### src/rtl/crossbar_in_arbiter_if.sv
// Requester-side and SRAM-side bundle of the crossbar input arbiter.
// The master is the requester/SRAM environment, the slave is the arbiter.
interface crossbar_in_arbiter_if #(
  parameter int N_REQ  = 4,
  parameter int N_BANK = 4,
  parameter int ADDR_W = 16
);
  localparam int IN_W = ADDR_W - $clog2(N_BANK);

  logic [N_REQ-1:0]         i_req;
  logic [N_REQ-1:0]         i_wren;
  logic [N_REQ*ADDR_W-1:0]  i_addr;
  logic [N_REQ*32-1:0]      i_wdata;
  logic [N_REQ*4-1:0]       i_wstrb;
  logic [N_REQ-1:0]         o_gnt;

  logic [N_BANK-1:0]        o_ram_en;
  logic [N_BANK-1:0]        o_ram_wren;
  logic [N_BANK*IN_W-1:0]   o_ram_addr;
  logic [N_BANK*32-1:0]     o_ram_wdata;
  logic [N_BANK*4-1:0]      o_ram_wstrb;
  logic [N_BANK*N_REQ-1:0]  o_peID;

  modport master (
    output i_req, i_wren, i_addr, i_wdata, i_wstrb,
    input  o_gnt, o_ram_en, o_ram_wren, o_ram_addr, o_ram_wdata, o_ram_wstrb, o_peID
  );

  modport slave (
    input  i_req, i_wren, i_addr, i_wdata, i_wstrb,
    output o_gnt, o_ram_en, o_ram_wren, o_ram_addr, o_ram_wdata, o_ram_wstrb, o_peID
  );
endinterface

### src/rtl/crossbar_in_arbiter.sv
// Per-bank round-robin arbiter with aging in front of the banked SRAM.
// Grant is combinational in the request cycle; the SRAM command is registered one cycle later.
module crossbar_in_arbiter #(
  parameter int N_REQ   = 4,
  parameter int N_BANK  = 4,
  parameter int ADDR_W  = 16,
  parameter int AGE_MAX = 7
) (
  input  logic                 i_clk,
  input  logic                 i_rst_n,
  input  logic                 i_conf_sel,
  crossbar_in_arbiter_if.slave bus
);
  localparam int BANK_BITS = $clog2(N_BANK);
  localparam int IN_W      = ADDR_W - BANK_BITS;
  localparam int RR_W      = (N_REQ > 1) ? $clog2(N_REQ) : 1;
  localparam int AGE_W     = 3;
  localparam logic [AGE_W-1:0] AGE_SAT = AGE_W'(AGE_MAX);

  logic [RR_W-1:0]   rr [N_BANK];
  logic [AGE_W-1:0]  w  [N_REQ];

  logic [N_REQ-1:0]  active;
  logic [N_REQ-1:0]  gnt;
  logic [N_BANK-1:0] win_vld;
  logic [RR_W-1:0]   win_idx [N_BANK];

  logic              sel_wren  [N_BANK];
  logic [IN_W-1:0]   sel_addr  [N_BANK];
  logic [31:0]       sel_wdata [N_BANK];
  logic [3:0]        sel_wstrb [N_BANK];
  logic [N_REQ-1:0]  sel_peid  [N_BANK];

  logic [N_BANK-1:0]       ram_en;
  logic [N_BANK-1:0]       ram_wren;
  logic [N_BANK*IN_W-1:0]  ram_addr;
  logic [N_BANK*32-1:0]    ram_wdata;
  logic [N_BANK*4-1:0]     ram_wstrb;
  logic [N_BANK*N_REQ-1:0] ram_peid;

  // In configuration mode only the highest-index requester is visible.
  always_comb begin
    for (int r = 0; r < N_REQ; r++) begin
      active[r] = bus.i_req[r] & (~i_conf_sel | (r == N_REQ - 1));
    end
  end

  always_comb begin
    logic [N_REQ-1:0] cont;
    logic [N_REQ-1:0] urg;
    logic [N_REQ-1:0] cand;
    logic [RR_W:0]    sum;
    logic [RR_W-1:0]  idx;
    gnt     = '0;
    win_vld = '0;
    for (int b = 0; b < N_BANK; b++) begin
      win_idx[b] = '0;
      cont       = '0;
      urg        = '0;
      for (int r = 0; r < N_REQ; r++) begin
        cont[r] = active[r] && (bus.i_addr[r*ADDR_W +: BANK_BITS] == BANK_BITS'(b));
        urg[r]  = cont[r] && (w[r] == AGE_SAT);
      end
      cand = (|urg) ? urg : cont;
      // Scan from the round-robin pointer, wrapping at N_REQ.
      for (int k = 0; k < N_REQ; k++) begin
        sum = {1'b0, rr[b]} + (RR_W+1)'(k);
        if (sum >= (RR_W+1)'(N_REQ)) sum = sum - (RR_W+1)'(N_REQ);
        idx = sum[RR_W-1:0];
        if (!win_vld[b] && cand[idx]) begin
          win_vld[b] = 1'b1;
          win_idx[b] = idx;
        end
      end
      if (win_vld[b]) gnt[win_idx[b]] = 1'b1;
    end
  end

  assign bus.o_gnt = gnt & {N_REQ{i_rst_n}};

  always_comb begin
    for (int b = 0; b < N_BANK; b++) begin
      sel_wren[b]  = 1'b0;
      sel_addr[b]  = '0;
      sel_wdata[b] = '0;
      sel_wstrb[b] = '0;
      sel_peid[b]  = '0;
      for (int r = 0; r < N_REQ; r++) begin
        if (win_vld[b] && (win_idx[b] == RR_W'(r))) begin
          sel_wren[b]  = bus.i_wren[r];
          sel_addr[b]  = bus.i_addr[r*ADDR_W + BANK_BITS +: IN_W];
          sel_wdata[b] = bus.i_wdata[r*32 +: 32];
          sel_wstrb[b] = bus.i_wstrb[r*4 +: 4];
          sel_peid[b]  = bus.i_wren[r] ? '0 : N_REQ'(1 << r);
        end
      end
    end
  end

  always_ff @(posedge i_clk or negedge i_rst_n) begin
    if (!i_rst_n) begin
      for (int b = 0; b < N_BANK; b++) rr[b] <= '0;
      for (int r = 0; r < N_REQ; r++)  w[r]  <= '0;
    end else begin
      for (int b = 0; b < N_BANK; b++) begin
        if (win_vld[b]) rr[b] <= (win_idx[b] == RR_W'(N_REQ - 1)) ? '0 : win_idx[b] + 1'b1;
      end
      for (int r = 0; r < N_REQ; r++) begin
        if (gnt[r] || !active[r]) w[r] <= '0;
        else if (w[r] != AGE_SAT)  w[r] <= w[r] + 1'b1;
      end
    end
  end

  // Data fields hold when the bank is idle; only en and peID drop.
  always_ff @(posedge i_clk or negedge i_rst_n) begin
    if (!i_rst_n) begin
      ram_en    <= '0;
      ram_wren  <= '0;
      ram_addr  <= '0;
      ram_wdata <= '0;
      ram_wstrb <= '0;
      ram_peid  <= '0;
    end else begin
      for (int b = 0; b < N_BANK; b++) begin
        ram_en[b]                  <= win_vld[b];
        ram_peid[b*N_REQ +: N_REQ] <= sel_peid[b];
        if (win_vld[b]) begin
          ram_wren[b]              <= sel_wren[b];
          ram_addr[b*IN_W +: IN_W] <= sel_addr[b];
          ram_wdata[b*32 +: 32]    <= sel_wdata[b];
          ram_wstrb[b*4 +: 4]      <= sel_wstrb[b];
        end
      end
    end
  end

  assign bus.o_ram_en    = ram_en;
  assign bus.o_ram_wren  = ram_wren;
  assign bus.o_ram_addr  = ram_addr;
  assign bus.o_ram_wdata = ram_wdata;
  assign bus.o_ram_wstrb = ram_wstrb;
  assign bus.o_peID      = ram_peid;
endmodule
### src/flat_wrapper.sv
// flat-port wrapper written by rule: the top's interface ports become plain ports
module crossbar_in_arbiter_flat 
#(
  parameter int N_REQ   = 4,
  parameter int N_BANK  = 4,
  parameter int ADDR_W  = 16,
  parameter int AGE_MAX = 7
)
  (i_clk, i_rst_n, i_conf_sel, bus_i_req, bus_i_wren, bus_i_addr, bus_i_wdata, bus_i_wstrb, bus_o_gnt, bus_o_ram_en, bus_o_ram_wren, bus_o_ram_addr, bus_o_ram_wdata, bus_o_ram_wstrb, bus_o_peID);
  crossbar_in_arbiter_if #(.N_REQ(N_REQ), .N_BANK(N_BANK), .ADDR_W(ADDR_W)) bus_i ();
  input  logic i_clk;
  input  logic i_rst_n;
  input  logic i_conf_sel;
  input wire logic [$bits(bus_i.i_req)-1:0] bus_i_req;
  input wire logic [$bits(bus_i.i_wren)-1:0] bus_i_wren;
  input wire logic [$bits(bus_i.i_addr)-1:0] bus_i_addr;
  input wire logic [$bits(bus_i.i_wdata)-1:0] bus_i_wdata;
  input wire logic [$bits(bus_i.i_wstrb)-1:0] bus_i_wstrb;
  output wire logic [$bits(bus_i.o_gnt)-1:0] bus_o_gnt;
  output wire logic [$bits(bus_i.o_ram_en)-1:0] bus_o_ram_en;
  output wire logic [$bits(bus_i.o_ram_wren)-1:0] bus_o_ram_wren;
  output wire logic [$bits(bus_i.o_ram_addr)-1:0] bus_o_ram_addr;
  output wire logic [$bits(bus_i.o_ram_wdata)-1:0] bus_o_ram_wdata;
  output wire logic [$bits(bus_i.o_ram_wstrb)-1:0] bus_o_ram_wstrb;
  output wire logic [$bits(bus_i.o_peID)-1:0] bus_o_peID;
  assign bus_i.i_req = bus_i_req;
  assign bus_i.i_wren = bus_i_wren;
  assign bus_i.i_addr = bus_i_addr;
  assign bus_i.i_wdata = bus_i_wdata;
  assign bus_i.i_wstrb = bus_i_wstrb;
  assign bus_o_gnt = bus_i.o_gnt;
  assign bus_o_ram_en = bus_i.o_ram_en;
  assign bus_o_ram_wren = bus_i.o_ram_wren;
  assign bus_o_ram_addr = bus_i.o_ram_addr;
  assign bus_o_ram_wdata = bus_i.o_ram_wdata;
  assign bus_o_ram_wstrb = bus_i.o_ram_wstrb;
  assign bus_o_peID = bus_i.o_peID;
  crossbar_in_arbiter #(.N_REQ(N_REQ), .N_BANK(N_BANK), .ADDR_W(ADDR_W), .AGE_MAX(AGE_MAX)) u_core (.i_clk(i_clk), .i_rst_n(i_rst_n), .i_conf_sel(i_conf_sel), .bus(bus_i));
endmodule
### config.mk
export PLATFORM = sky130hd
export DESIGN_NAME = crossbar_in_arbiter_flat
export DESIGN_NICKNAME = d
export VERILOG_FILES = /design/src/rtl/crossbar_in_arbiter_if.sv /design/src/rtl/crossbar_in_arbiter.sv /design/src/flat_wrapper.sv
export SDC_FILE = /design/constraint.sdc
export NUM_CORES = 1
export LEC_CHECK = 0
export CAP_MARGIN = 20
export CORE_ASPECT_RATIO = 0.5
export CORE_UTILIZATION = 49
export DETAILED_ROUTE_END_ITERATION = 10
export PLACE_DENSITY = 0.82
export REMOVE_ABC_BUFFERS = 1
export SLEW_MARGIN = 20
export SYNTH_ARGS = -nofsm -noshare
export SYNTH_HDL_FRONTEND = slang
export SYNTH_SLANG_ARGS = --single-unit
### constraint.sdc
create_clock -name i_clk -period 5.7 [get_ports i_clk]
set_clock_uncertainty 0.1 [all_clocks]
set_input_delay 0.855 -clock i_clk [delete_from_list [all_inputs] [get_ports i_clk]]
set_output_delay 0.855 -clock i_clk [all_outputs]
set_load 0.01 [all_outputs]
* Yosys cells after proc, flatten, opt, wreduce, memory -nomap -nowiden *
Cells that the tools add are included.

word-level totals
  bits in registers = 244
  bits of input ports = 219
  output and inout port bits = 228
  word-level logic and storage cells = 434

operators by class
  add/sub/neg operators = 36
  order comparisons = 40
  equality and inequality tests = 32
  multiplexer cells = 192
  bitwise operators = 8
  reductions and logical operators = 100

operators with widths
  operator             number
  $mux 32              16
  $mux 14              16
  $mux 4               41
  $mux 2               37
  $logic_and 1x1->1    64
  $lt 2x3->1 const B   20
  $mux 1               53
  $ge 3x3->1 const B   12
  $bmux 1 s2           16
  $eq 2x2->1 const B   16
  $sub 2x1->2 const B  16
  $mux 3               9
  $add 2x2->3 const B  8
  $eq 2x1->1 const B   8
  $logic_not 1->1      16
  $logic_not 2->1      8
  $reduce_or 4->1      4
  $add 2x1->3 const B  4
  $add 3x1->3 const B  4
  $eq 3x3->1 const B   4
  $ge 2x3->1 const B   4
  $ne 3x3->1 const B   4
  $or 4x4->4           3
  $add 2x1->2 const B  4
  other kinds (7)      21

* Longest topological paths before layout *
  depth after elaboration = 31
  depth in mapped cells = 22
  depth with buffers taken out = 16

* Worst setup path before layout *
OpenSTA, ideal clock, no wires.

  kind = input to output
  start point = input port i_conf_sel
  end point = output port bus_o_gnt[2]
  arrival time = 3796 ps
  data required time = 4745 ps
  path slack = 949 ps
  stages on the path = 14
  buffers on the path = 6
  cells stage by stage = buf_2 and4bb_2 a221oi_1 nand3_1 buf_2 buf_2 o21ai_0 ha_1 clkbuf_1 clkbuf_1 clkbuf_1 and3_1 a21oi_1 o21ai_0

between the ends
  word-level cells in the longest chain between the ends = 30
  elaborated cells between the ends (all ways) = 152
  classes of those cells = order compare (8); mux (80); bitwise (8); reduce/logical (56)

RTL lines
  what                          line                       text
  from (decl)                   flat_wrapper.sv:13         input logic i_conf_sel;
  $not 1->1 *                   crossbar_in_arbiter.sv:44  active[r] = bus.i_req[r] & (~i_conf_sel | (r == N_REQ - 1));
  $and 1x1->1                   crossbar_in_arbiter.sv:44
  $logic_and 1x1->1             crossbar_in_arbiter.sv:61  cont[r] = active[r] && (bus.i_addr[r*ADDR_W +: BANK_BITS] == BANK_BITS'(b));
  $logic_and 1x1->1             crossbar_in_arbiter.sv:62  urg[r] = cont[r] && (w[r] == AGE_SAT);
  $reduce_or 4->1               crossbar_in_arbiter.sv:64  cand = (|urg) ? urg : cont;
  $mux 4                        crossbar_in_arbiter.sv:64
  $bmux 1 s2                    crossbar_in_arbiter.sv:70  if (!win_vld[b] && cand[idx]) begin
  $mux 1 (not written as such)  crossbar_in_arbiter.sv:70
  [... 14 more ...]             -
  $mux 4                        crossbar_in_arbiter.sv:75  if (win_vld[b]) gnt[win_idx[b]] = 1'b1;
  $or 4x4->4 (no source line)   -
  $mux 4                        crossbar_in_arbiter.sv:75
  $or 4x4->4 (no source line)   -
  $mux 4                        crossbar_in_arbiter.sv:75
  $or 4x4->4 (no source line)   -
  $mux 4 *                      crossbar_in_arbiter.sv:75
  $and 4x4->4 *                 crossbar_in_arbiter.sv:79  assign bus.o_gnt = gnt & {N_REQ{i_rst_n}};
  to (decl)                     flat_wrapper.sv:19         output wire logic [$bits(bus_i.o_gnt)-1:0] bus_o_gnt;

Every way passes the cells marked *; elsewhere a longest branch is shown, timed or not. The select of a mux whose other input is x is not followed.

* Worst setup path after layout *
  start point = input port bus_i_addr[49]
  end point = output port bus_o_gnt[0]

between the ends
  word-level cells in the longest chain between the ends = 29
  elaborated cells between the ends (all ways) = 136
  classes of those cells = order compare (8); eq/ne (3); mux (80); bitwise (4); reduce/logical (41)

RTL lines
  what                          line                       text
  from (decl)                   flat_wrapper.sv:16         input wire logic [$bits(bus_i.i_addr)-1:0] bus_i_addr;
  $logic_not 2->1               crossbar_in_arbiter.sv:61
  $logic_and 1x1->1             crossbar_in_arbiter.sv:61
  $logic_and 1x1->1             crossbar_in_arbiter.sv:62
  $reduce_or 4->1               crossbar_in_arbiter.sv:64
  $mux 4                        crossbar_in_arbiter.sv:64
  $bmux 1 s2                    crossbar_in_arbiter.sv:70
  $mux 1 (not written as such)  crossbar_in_arbiter.sv:70
  $mux 1                        crossbar_in_arbiter.sv:70
  [... 13 more ...]             -
  $mux 4                        crossbar_in_arbiter.sv:75
  $or 4x4->4 (no source line)   -
  $mux 4                        crossbar_in_arbiter.sv:75
  $or 4x4->4 (no source line)   -
  $mux 4                        crossbar_in_arbiter.sv:75
  $or 4x4->4 (no source line)   -
  $mux 4 *                      crossbar_in_arbiter.sv:75
  $and 4x4->4 *                 crossbar_in_arbiter.sv:79

Marks and branches as above.

==> impl_metrics.ini <==
[global_route]
grt_pass1_vias = 16351
grt_pass1_wl_um = 95770
antenna_found_initial = 5
track_usage_pct = 36.82
overflow = 0
grt_max_degree = 124

[route]
dr.first_iter.drc_count = 1885
wl_per_cell_um = 23.83
dr.pass1.iters = 6
drc = 0
drt-total-wl_um = 63550
antenna_left = 0
vias = 17273
viasPerCell = 6.477

[critical_path]
path_class = in2out
required_ps = 4740
critPathArrivalTime_ps = 4320
worst_r2r_endpoint = u_core.bus.o_ram_wdata[46]$_DFFE_PN0N_
worstSetupStartpointType = primary input
end_kind = output pin
rr_worst_depth = 17
rr_startpoint = u_core.w[9]$_DFFE_PN0P_
critPathMaxFanout = 8
reg2reg_slack_ps = 1060

[layout]
drive_gt1_share_pct = 8.386
fin_nets = 2455
fin_util_pct = 67.60
fill_cells = 2586
instances_no_fill = 2667
area_delta_synth_final_pct = 35.19

[clock_network]
cts_tree = yes
path_clk_slew_ps = 70
cts_setup_buffers = 0
clock_path_buffers = 3
ctsResizeCount = 0
clock-sinks = 244
clockRootBuffer = clkbuf_16
cts_buffers = 25
clk_latency_ps = 550
hold_buffers = 0
htreeDepth = 1

[job]
max_cap_viol_count = 0

[logic_synthesis]
synth_compound_area_share_pct = 29.46
synth_fa_ha_area_share_pct = 1.887
yosysMostFrequentCell = dfrtp_1
synthCells = 1888
yosys_register_bits = 244
syn_area_um2 = 15920
seq_area_frac_synth_pct = 38.36
synth_edf_count = 0
yosysWarningCount = 0
synthTopCellsByArea = dfrtp_1, a21oi_1, a221oi_1, a22oi_1, nor2b_1
synth_top_cell_by_area = dfrtp_1
async_flop_share_pct = 100.0
muxShareOfSynthArea_pct = 4.292
synth_top_area_share_pct = 38.36
yosys_most_used_dff = dfrtp_1
synth_top_family_by_area = compound AO/OA/AOI/OAI gates
synth_area_per_cell_um2 = 8.430
synth_xor_area_share_pct = 0.2201
netlist-cell-type-count = 69
synth_common_cells = dfrtp_1, a21oi_1, nand2_1
yosys.area_share.simple_pct = 20.47

[timing]
tightest_slew_ps = 927.4
hold_viol_final = 0
drv_slew = 0
layout_setup_ws_ps = 420.7
setup_viol = 0
rsz0062_at_grt = false
period_share_pct = 92.62
relSlewSlack_pct = 38.02
clock.fmax_mhz = 189.4
period_minus_slack_ps = 5279

[run_status]
outcome = finished, final reports clean

[power]
power_density_nw_per_um2 = 363.2
total_power_w = 0.007814
peakVddDrop_v = 0.0002026
leakagePower_nw = 8.674

[place]
placed_cells_incl_taps = 2617
pre_cts_ws_ps = 280.3
place_congestion = 0.9814
port_buffers = 446
dp_hpwl_um = 40940

[floorplan]
dieArea_um2 = 33250
core-area_um2 = 31830
io_pins = 447
row_count = 46
die_height_um = 129.4
start_util_pct = 50.00
die_width_um = 256.9

[hold_path]
min_path_type = in2async
metrics by stage:
stage	hold slack, ps	area [µm²]	TNS, ps
after CTS	165.0	21490	0
after global routing	184.3	21510	0
after detailed placement	369.3	20710	0
final	150.3	21520	0
after floorplan	409.1	15110	-168510
after global placement	361.1	20710	0
sequential cells by signal, summed over array words and instances, names as in the netlist:
signal	cells
u_core.w	12
u_core.bus.o_ram_en	4
u_core.bus.o_ram_wstrb	16
u_core.bus.o_ram_wdata	128
u_core.rr	8
u_core.bus.o_peID	16
u_core.bus.o_ram_addr	56
u_core.bus.o_ram_wren	4
cell type report:
type / instances / area (µm²) / share of cell area, %
Inverter: 11 / 43.79 / 0.2035
Sequential cell: 244 / 6106 / 28.38
Multi-Input combinational cell: 1437 / 9119 / 42.38
Antenna cell: 5 / 12.51 / 0.05815
Timing Repair Buffer: 493 / 4912 / 22.83
Clock buffer: 35 / 723.2 / 3.361
Tap cell: 432 / 540.5 / 2.512
Clock inverter: 10 / 58.81 / 0.2733
worst max-delay path, stage by stage:
cell and delay (ps):
clkdlybuf4s50_1 520, or4bb_1 600, o31a_1 150, a22oi_1 260, nor3_1 90, a211oi_1 340
inv_1 170, ha_1 250, a22o_1 260, a21oi_1 150, o21ai_0 150, clkdlybuf4s50_1 510
where the power goes:
group          internal, W  total, W  switching, W
sequential         0.00223   0.00254      0.000309
clock             0.000886   0.00163      0.000740
combinational      0.00176   0.00365       0.00189
worst max-delay path by stage:
stage                   start                                    end  cells past startpoint
6_report       bus_i_addr[49]                           bus_o_gnt[0]                     12
2_1_floorplan  bus_i_addr[32]  u_core.bus.o_ram_addr[28]$_DFFE_PN0N_                     10
4_1_cts            i_conf_sel                           bus_o_gnt[0]                     12
3_5_place_dp       i_conf_sel                           bus_o_gnt[0]                     12
5_1_grt          bus_i_req[0]                           bus_o_gnt[0]                     13
3_3_place_gp       i_conf_sel                           bus_o_gnt[0]                     12
cell usage in the layout, fill, tap and decap left out, types with 8 or more instances in the layout:
| cell type | n |
|---|---|
| and3_1 | 52 |
| nor3_1 | 112 |
| nand2_1 | 176 |
| a22oi_1 | 100 |
| nor2_1 | 115 |
| or3_1 | 11 |
| o21ai_0 | 138 |
| clkbuf_16 | 25 |
| a221oi_1 | 114 |
| mux2_2 | 50 |
| ha_1 | 12 |
| a221oi_2 | 9 |
| inv_1 | 8 |
| nor2b_1 | 113 |
| nand2b_1 | 8 |
| dfrtp_1 | 244 |
| a221o_1 | 45 |
| a21oi_1 | 225 |
| buf_4 | 40 |
| o21ai_1 | 34 |
| clkdlybuf4s50_1 | 444 |
layer usage:
layer / wire, µm / GRT usage (%)
met1: 24300 / 47.75
met2: 28240 / 57.55
met3: 6259 / 6.318
met4: 4737 / 24.37
met5: 0 / 0
kinds of logic after synthesis:
group	count (synthesis)
and+or+nand+nor	640
adders and majority gates	24
buffers and inverters	207
DFF	244
muxes	60
AOI/OAI and AO/OA	709
xor gates and xnor gates	4
Power figures use the tool's default switching activity.
